File: config.mk
export PLATFORM = sky130hd
export DESIGN_NAME = seg_scanner
export DESIGN_NICKNAME = d
export VERILOG_FILES = /design/src/rtl/seg_scanner_pkg.sv /design/src/rtl/seg_scanner_hex_to_seg.sv /design/src/rtl/seg_scanner.sv
export SDC_FILE = /design/constraint.sdc
export NUM_CORES = 1
export LEC_CHECK = 0
export ABC_AREA = 1
export CAP_MARGIN = 20
export CORE_MARGIN = 2
export CORE_UTILIZATION = 60
export CTS_CLUSTER_SIZE = 10
export DETAILED_ROUTE_END_ITERATION = 12
export PLACE_DENSITY = 0.85
export SLEW_MARGIN = 20
export SYNTH_ARGS = -nofsm -noshare
export SYNTH_HDL_FRONTEND = slang
export SYNTH_HIERARCHICAL = 1
export SYNTH_SLANG_ARGS = --single-unit
File: constraint.sdc
create_clock -name clk -period 2.9 [get_ports clk]
set_input_delay 0.435 -clock clk [delete_from_list [all_inputs] [get_ports clk]]
set_output_delay 0.435 -clock clk [all_outputs]
set_load 0.01 [all_outputs]
File: src/rtl/seg_scanner_pkg.sv
// Shared definitions for the 7-segment scanner: segment patterns and FSM states.
// Segment patterns are active-low, bit order {g,f,e,d,c,b,a}.
// No logic lives here; imported by seg_scanner and hex_to_seg.
package seg_scanner_pkg;

   // Active-low cathode patterns for hex glyphs 0..F
   localparam logic [6:0] SEG_0   = 7'h40;
   localparam logic [6:0] SEG_1   = 7'h79;
   localparam logic [6:0] SEG_2   = 7'h24;
   localparam logic [6:0] SEG_3   = 7'h30;
   localparam logic [6:0] SEG_4   = 7'h19;
   localparam logic [6:0] SEG_5   = 7'h12;
   localparam logic [6:0] SEG_6   = 7'h02;
   localparam logic [6:0] SEG_7   = 7'h78;
   localparam logic [6:0] SEG_8   = 7'h00;
   localparam logic [6:0] SEG_9   = 7'h10;
   localparam logic [6:0] SEG_A   = 7'h08;
   localparam logic [6:0] SEG_B   = 7'h03;
   localparam logic [6:0] SEG_C   = 7'h46;
   localparam logic [6:0] SEG_D   = 7'h21;
   localparam logic [6:0] SEG_E   = 7'h06;
   localparam logic [6:0] SEG_F   = 7'h0E;
   localparam logic [6:0] SEG_OFF = 7'h7F;

   // Scanner FSM: blanking gap between digits, then dwell on one digit
   typedef enum logic {
      S_BLANK = 1'b0,
      S_SHOW  = 1'b1
   } state_t;

endpackage

File: src/rtl/seg_scanner_hex_to_seg.sv
// Hex nibble to active-low 7-segment pattern decoder.
// Latency: combinational, zero cycles.
// Backpressure: none.
module hex_to_seg
   import seg_scanner_pkg::*;
(
   input  logic [3:0] i_nib,
   output logic [6:0] o_seg
);

   // Glyph lookup for one nibble
   always_comb begin
      o_seg = SEG_OFF;
      case (i_nib)
         4'h0: o_seg = SEG_0;
         4'h1: o_seg = SEG_1;
         4'h2: o_seg = SEG_2;
         4'h3: o_seg = SEG_3;
         4'h4: o_seg = SEG_4;
         4'h5: o_seg = SEG_5;
         4'h6: o_seg = SEG_6;
         4'h7: o_seg = SEG_7;
         4'h8: o_seg = SEG_8;
         4'h9: o_seg = SEG_9;
         4'hA: o_seg = SEG_A;
         4'hB: o_seg = SEG_B;
         4'hC: o_seg = SEG_C;
         4'hD: o_seg = SEG_D;
         4'hE: o_seg = SEG_E;
         4'hF: o_seg = SEG_F;
         default: o_seg = SEG_OFF;
      endcase
   end

endmodule

File: src/rtl/seg_scanner.sv
// Multiplexed common-anode 7-segment driver stepped by rising edges of scan_in (sampled as data).
// Latency: scan_in rise -> FSM step 4 clk edges later; outputs registered, one cycle behind the FSM.
// Backpressure: none; scan edges arriving during the blanking gap are dropped. SEG_LZB_EN enables leading-zero blanking.
module seg_scanner
   import seg_scanner_pkg::*;
#(
   parameter int DIGITS       = 8,
   parameter int BLANK_CYCLES = 16
) (
   input  logic                  clk,
   input  logic                  reset,
   input  logic                  scan_in,
   input  logic [4*DIGITS-1:0]   data_in,
   input  logic                  data_valid,
   input  logic [DIGITS-1:0]     dp_in,
   output logic [DIGITS-1:0]     an,
   output logic [6:0]            seg,
   output logic                  dp,
   output logic                  frame_done
);

   localparam int IDX_W = (DIGITS > 1) ? $clog2(DIGITS) : 1;
   localparam int CNT_W = (BLANK_CYCLES > 1) ? $clog2(BLANK_CYCLES) : 1;
   localparam logic [IDX_W-1:0] LAST_IDX = IDX_W'(DIGITS - 1);
   localparam logic [CNT_W-1:0] LAST_CNT = CNT_W'(BLANK_CYCLES - 1);

   logic                  r_sync1, r_sync2, r_sync3, r_step;
   logic [4*DIGITS-1:0]   r_pend_dat, r_shown;
   logic [DIGITS-1:0]     r_pend_dp, r_shown_dp;
   state_t                r_state;
   logic [CNT_W-1:0]      r_blank_cnt;
   logic [IDX_W-1:0]      r_idx;
   logic                  r_frame_done;
   logic [DIGITS-1:0]     r_an;
   logic [6:0]            r_seg;
   logic                  r_dp;
   logic [3:0]            w_nib;
   logic [6:0]            w_seg;
   logic                  w_lit;

`ifdef SEG_LZB_EN
   logic [DIGITS-1:0]     r_lit_mask;

   // A digit stays lit if it or any more-significant nibble is nonzero; digit 0 always lit
   function automatic logic [DIGITS-1:0] f_lit_mask(input logic [4*DIGITS-1:0] v);
      logic seen;
      f_lit_mask = '0;
      seen       = 1'b0;
      for (int i = DIGITS - 1; i >= 0; i--) begin
         seen          = seen | (v[4*i +: 4] != 4'h0);
         f_lit_mask[i] = seen | (i == 0);
      end
   endfunction

   assign w_lit = r_lit_mask[r_idx];
`else
   assign w_lit = 1'b1;
`endif

   assign w_nib = r_shown[{r_idx, 2'b00} +: 4];

   hex_to_seg u_hex_to_seg (
      .i_nib (w_nib),
      .o_seg (w_seg)
   );

   // Two-flop synchronizer on scan_in, then registered rising-edge detect
   always_ff @(posedge clk or negedge reset) begin
      if (!reset) begin
         r_sync1 <= 1'b0;
         r_sync2 <= 1'b0;
         r_sync3 <= 1'b0;
         r_step  <= 1'b0;
      end else begin
         r_sync1 <= scan_in;
         r_sync2 <= r_sync1;
         r_sync3 <= r_sync2;
         r_step  <= r_sync2 & ~r_sync3;
      end
   end

   // Pending registers take every strobe; the last one before a wrap wins
   always_ff @(posedge clk or negedge reset) begin
      if (!reset) begin
         r_pend_dat <= '0;
         r_pend_dp  <= '0;
      end else if (data_valid) begin
         r_pend_dat <= data_in;
         r_pend_dp  <= dp_in;
      end
   end

   // Scan FSM: blanking gap, digit dwell, index advance and frame-boundary commit
   always_ff @(posedge clk or negedge reset) begin
      if (!reset) begin
         r_state      <= S_BLANK;
         r_blank_cnt  <= '0;
         r_idx        <= '0;
         r_shown      <= '0;
         r_shown_dp   <= '0;
         r_frame_done <= 1'b0;
`ifdef SEG_LZB_EN
         r_lit_mask   <= DIGITS'(1);
`endif
      end else begin
         r_frame_done <= 1'b0;
         case (r_state)
            S_BLANK: begin
               if (r_blank_cnt == LAST_CNT) begin
                  r_state     <= S_SHOW;
                  r_blank_cnt <= '0;
               end else begin
                  r_blank_cnt <= r_blank_cnt + 1'b1;
               end
            end
            S_SHOW: begin
               if (r_step) begin
                  r_state <= S_BLANK;
                  if (r_idx == LAST_IDX) begin
                     // Commit uses the pending value as of this edge, so a coincident strobe waits a frame
                     r_idx        <= '0;
                     r_shown      <= r_pend_dat;
                     r_shown_dp   <= r_pend_dp;
                     r_frame_done <= 1'b1;
`ifdef SEG_LZB_EN
                     r_lit_mask   <= f_lit_mask(r_pend_dat);
`endif
                  end else begin
                     r_idx <= r_idx + 1'b1;
                  end
               end
            end
            default: begin
               r_state     <= S_BLANK;
               r_blank_cnt <= '0;
            end
         endcase
      end
   end

   // Registered display outputs, following the FSM state by one cycle
   always_ff @(posedge clk or negedge reset) begin
      if (!reset) begin
         r_an  <= '1;
         r_seg <= SEG_OFF;
         r_dp  <= 1'b1;
      end else begin
         r_an  <= '1;
         r_seg <= SEG_OFF;
         r_dp  <= 1'b1;
         if (r_state == S_SHOW && w_lit) begin
            r_an[r_idx] <= 1'b0;
            r_seg       <= w_seg;
            r_dp        <= ~r_shown_dp[r_idx];
         end
      end
   end

   assign an         = r_an;
   assign seg        = r_seg;
   assign dp         = r_dp;
   assign frame_done = r_frame_done;

endmodule

== Yosys cells after proc, flatten, opt, wreduce, memory -nomap -nowiden ==
Memories as Yosys holds them, arrays and structs flattened.
Cells that the tools add are included.

* Memories: 1
* Bits in registers: 109
* Output and inout port bits: 17
* Bits in read-only memories: 112

{| class="wikitable"
|+ Memory list
! memory !! words !! width !! rd ports !! clocked after memory_dff !! wr ports !! line !! text
|-
| (no name shown) || 16 || 7 || 1 || 0 || 0 || seg_scanner_hex_to_seg.sv:14 || <nowiki>case (i_nib)</nowiki>
|}

* Reduce and logical (&&, ||, !) cells: 3
* Shift-type cells: 1
* $lt $le $gt $ge: 2
* Multiplexer cells: 15
* $add $sub $neg: 2
* Bitwise logic cells: 5
* Eq/ne operators: 2

{| class="wikitable"
|+ Operators with widths
! operator !! number
|-
| $shiftx A32 B6 Y4 || 1
|-
| $mux W1 || 8
|-
| $mux W8 || 1
|-
| $not A8 Y8 || 1
|-
| $mux W7 || 1
|-
| $add A4 B1 Y4 const B || 1
|-
| $eq A4 B4 Y1 const B || 1
|-
| $lt A3 B4 Y1 const B || 1
|-
| $mux W4 || 1
|-
| $add A3 B1 Y3 const B || 1
|-
| $bmux W1 S3 || 1
|-
| $demux W1 S3 || 1
|-
| $eq A3 B3 Y1 const B || 1
|-
| $ge A3 B1 Y1 const B || 1
|-
| $mux W3 || 1
|-
| $not A1 Y1 || 3
|-
| $reduce_and A3 Y1 || 1
|-
| $pmux W1 S2 || 1
|-
| $reduce_and A2 Y1 || 1
|-
| $and A1 B1 Y1 || 1
|-
| $logic_and A1 B1 Y1 || 1
|}

== Longest topological paths before layout ==
* Word-level depth: 6
* Gate-level depth with buffers: 16

== Modules after synthesis ==
The synthesis kept the hierarchy.

{| class="wikitable"
|+ By module, submodules not included
! module !! cells each !! seq. area each (µm²) !! instances !! area an instance (µm²)
|-
| seg_scanner || 490 || 2747.6 || 1 || 4650.7
|-
| hex_to_seg || 49 || 0.0 || 1 || 274.0
|}

== Worst setup path after synthesis ==
Ideal clock, no wire load.

* Path kind: register to register
* Start point: reg r_idx[0]
* End point: reg r_seg[3], in the netlist seg[3]
* Setup slack: 944 ps
* Setup time: 84 ps
* Required time: 2816 ps
* Clock period less this slack: 1956 ps
* Data arrival time: 1872 ps
* Cell stages (with the launch flop): 16
* Cells stage by stage: dfrtp_1 -> buf_6 -> inv_6 -> buf_6 -> nand2_1 -> nand2_1 -> nand2_1 -> nand2_1 -> nand2_1 -> nand2_1 -> inv_1 -> ha_1 -> nand2_1 -> nand3_1 -> nand2_1 -> or2_2

* Word-level cells in the longest chain between the ends: 3

{| class="wikitable"
|+ Ends and longest elaborated chain
! item !! line !! text
|-
| start, declared || seg_scanner.sv:32 || <nowiki>logic [IDX_W-1:0] r_idx;</nowiki>
|-
| start signal, assigned || seg_scanner.sv:129 || <nowiki>r_idx <= r_idx + 1'b1;</nowiki>
|-
| $shiftx A32 B6 Y4 || seg_scanner.sv:60 || <nowiki>assign w_nib = r_shown[{r_idx, 2'b00} +: 4];</nowiki>
|-
| named net w_nib[0] || seg_scanner.sv:37 || <nowiki>logic [3:0] w_nib;</nowiki>
|-
| $mem_v2 Z16 W7 || - ||
|-
| named net w_seg[3] || seg_scanner.sv:38 || <nowiki>logic [6:0] w_seg;</nowiki>
|-
| $mux W7 || seg_scanner.sv:151 || <nowiki>if (r_state == S_SHOW && w_lit) begin</nowiki>
|-
| end signal, assigned || seg_scanner.sv:153 || <nowiki>r_seg <= w_seg;</nowiki>
|-
| end, declared || seg_scanner.sv:35 || <nowiki>logic [6:0] r_seg;</nowiki>
|}

The timed path passes the listed nets, and every way through them passes these cells.
A chain may end at the register's enable or synchronous reset.

== Final worst setup path ==
Same ends and word-level chain as after synthesis.

==> metrics.txt <==
YS warnings=6; Clock Path Buffers=2; slowest cell delay on critical path=around 0.8 ns; first-pass GRT wire length=16.01 mm; Syn Area/Cell=about 9 um^2; Crit. Startpoint=r_idx[0]; Reg clk slew, reported paths=0.11 ns; #FFs+latches synth=109; Root Driver=clkbuf_8; asr flop ratio synth=100.0%; Critical Path Fanout Max=21; Wirelength per Cell=about 13 um; RSZ-0062 raised after global routing=no; PwrDens=680.0 nW/um^2; die width=94.60 um; f_max=approximately 380 MHz; max-slew violations=0; Placer Congestion=0.9386; CTS hold repair buffers=1; Inst Count DP=just under 700; Worst setup SP type=flip-flop; Vias/cell=around 5.1; Synth cell types=25; r2r endpoint=seg[3]; Multi-input gate area=around 1700 um^2; Iter 0 DRT Violations=around 230; setup bufs post-CTS=0; Post-Syn Nets=between 500 and 600; Place WS=approximately 0.4 ns; dominant cell type by area after synthesis=dfrtp_1; Worst EP arrival=~2.9 ns; CP most frequent cell=nand2_1; Sequential Area=between 2000 and 3000 um^2; sequential fraction of the synthesis area=55.79%; routed via count=~3600; Final TNS setup=0 ns; vias in the first global route=approximately 3500; final worst slack=roughly 0.30 ns; final hold vios=0; Slew @ Worst Pin=around 0.72 ns; Rows=33; Residual DRC=0; top cells by area, synth=dfrtp_1 47%, nand2_1 14%, dfstp_2 8.5%, o21ai_2 7.3%, inv_1 5.2%; Core Box Area=between 8000 and 9000 um^2; post-route ant nets=0; setup violators final=0; Slowest-stage cell, CP=dfrtp_1; Area Overhead vs Synth=15.73%; Static Leak=2.777 nW; TritonCTS buffer count=9; Tot GR Track Use=between 20% and 30%; Final Cycle Share=between 80% and 90%; number of flops mapped to enable cells by yosys=0; Max-Cap Viols=0; R2R depth=13; drt total wl=9.170 mm; crit end category=flip-flop; Yosys top cell area share=a little under half; clk_lat worst skew=0.37 ns; # diodes=0; CTS resizes=0; status=complete, no violations; die area=8948 um^2; CP Class=reg -> reg; Setup crit end=seg[3]; DP HPWL=around 6.4 mm; reg2reg start=r_idx[0]; H-tree Lvls=3; Pre-antenna DRT Iters=4; Slew HR=52.08%; clk_skew=roughly 0.014 ns; Synth Instances=539; Mapped Area=approximately 4900 um^2; most common flop cell mapped by yosys=dfrtp_1; Worst VDD drop=0.3881 mV; IO buf count=60; TritonCTS clock tree=built; layout cells sized above 1=15.60%; clock sinks=109; post-layout net count=approximately 650; setup slack, reg-to-reg=around 0.30 ns; Hold Crit Class=reg -> reg; # IOs=61; CP required=roughly 3.2 ns; largest net degree at the start of global routing=just over 80; Filler cells=between 600 and 700; initial antenna violation count=0; crit path time final=~2.6 ns; die height=roughly 95 um; GRT overflow=0; initial cell density of the core=about three fifths; cell breakdown of the critical path=buf_4 -> nand2_1 -> nand2_1 -> nand2_1 -> nand2_1 -> nand2_1 -> nand2_1 -> inv_1 -> ha_1 -> nand2_1 -> nand3_1 -> nand2_1 -> or2_2; Post-Layout Cell Count=approximately 700
worst max-delay path, delay by kind of cell (launching register included):
family                     cells  cell delay, ns
and+or+nand+nor               10            1.00
adders and majority gates      1            0.32
buffers and inverters          2            0.38
DFF                            1            0.82
sequential cells by signal, summed over array words and instances, names as in the netlist, 3 cells and up:
| signal | flops |
|---|---|
| r_pend_dat | 32 |
| seg | 7 |
| an | 8 |
| r_shown | 32 |
| r_idx | 3 |
| r_pend_dp | 8 |
| r_blank_cnt | 4 |
| r_shown_dp | 8 |
layout by cell type (no fill, tap or decap):
cell type,n
inv_2,1
nor2_1,11
inv_1,68
bufinv_16,1
clkinv_4,2
dfstp_2,16
nand3_1,17
inv_8,1
ha_1,10
nand2_8,1
dfrtp_1,93
inv_4,1
clkinvlp_4,2
o211ai_1,3
dlygate4sd3_1,1
o21ai_1,5
a21oi_1,3
inv_6,2
xor2_1,1
nand4_1,1
clkdlybuf4s50_1,58
nand2_1,187
or2_2,7
nand2_2,1
nor2_4,1
o21ai_2,41
o21ai_0,45
buf_4,7
clkbuf_8,9
stage by stage:
step                instance area, um^2  total power (W)  hold slack (ns)  utilization (%)
floorplan                          4925         0.002622           0.1394                -
global placement                   5480         0.002886           0.3364            67.72
detailed placement                 5480         0.002955           0.3355            67.72
CTS                                5697         0.003885           0.3606            70.39
global route                       5699         0.004102           0.3673            70.42
finish                             5699         0.003876           0.3598            70.42
area by class of cell:
class	count	share of cell area, %
Multi-Input combinational cell	334	29.77
Timing Repair Buffer	66	11.28
Clock buffer	9	2.173
Sequential cell	109	48.21
Tap cell	105	2.305
Clock inverter	7	1.449
Inverter	71	4.808
power by group:
part	internal [W]	switching (W)
sequential	0.00177	0.000166
combinational	0.000415	0.000586
clock	0.000411	0.000530
cells in the mapped netlist, types with 4 or more instances:
library cell and n:
buf_6 13, o21ai_2 41, or2_2 7, clkbuf_1 4, dfstp_2 16, inv_1 68, dfrtp_1 93, o21ai_0 45
ha_1 10, nor2_1 11, nand2_1 187, o21ai_1 5, nand3_1 17, buf_2 6
metal layers:
layer	vias up	GRT usage, %	share of wire, %
met5	-	0	0
met4	0	8.213	2.2
met3	22	3.352	3.9
met2	98	39.64	51
met1	1694	29.67	43
li1	1766	-	-
worst min path at each step:
stage | from | to | slack (ns) | depth (start not counted)
2_1_floorplan | reset | frame_done | 0.14 | 0
3_3_place_gp | r_sync1 | r_sync2 | 0.34 | 0
3_5_place_dp | r_sync1 | r_sync2 | 0.34 | 0
4_1_cts | r_sync1 | r_sync2 | 0.36 | 0
5_1_grt | r_sync1 | r_sync2 | 0.37 | 0
6_report | r_sync1 | r_sync2 | 0.36 | 0
cell families after synthesis:
logic type / Yosys count / synth area share (%)
AO/OA/AOI/OAI: 97 / 13.13
XOR/XNOR: 1 / 0.1779
adder cells (fa/ha/maj): 10 / 2.541
buffers and inverters: 96 / 9.756
flip-flops: 109 / 55.79
AND/OR/NAND/NOR: 226 / 18.60
No activity file was read; power rests on OpenSTA's default activity.
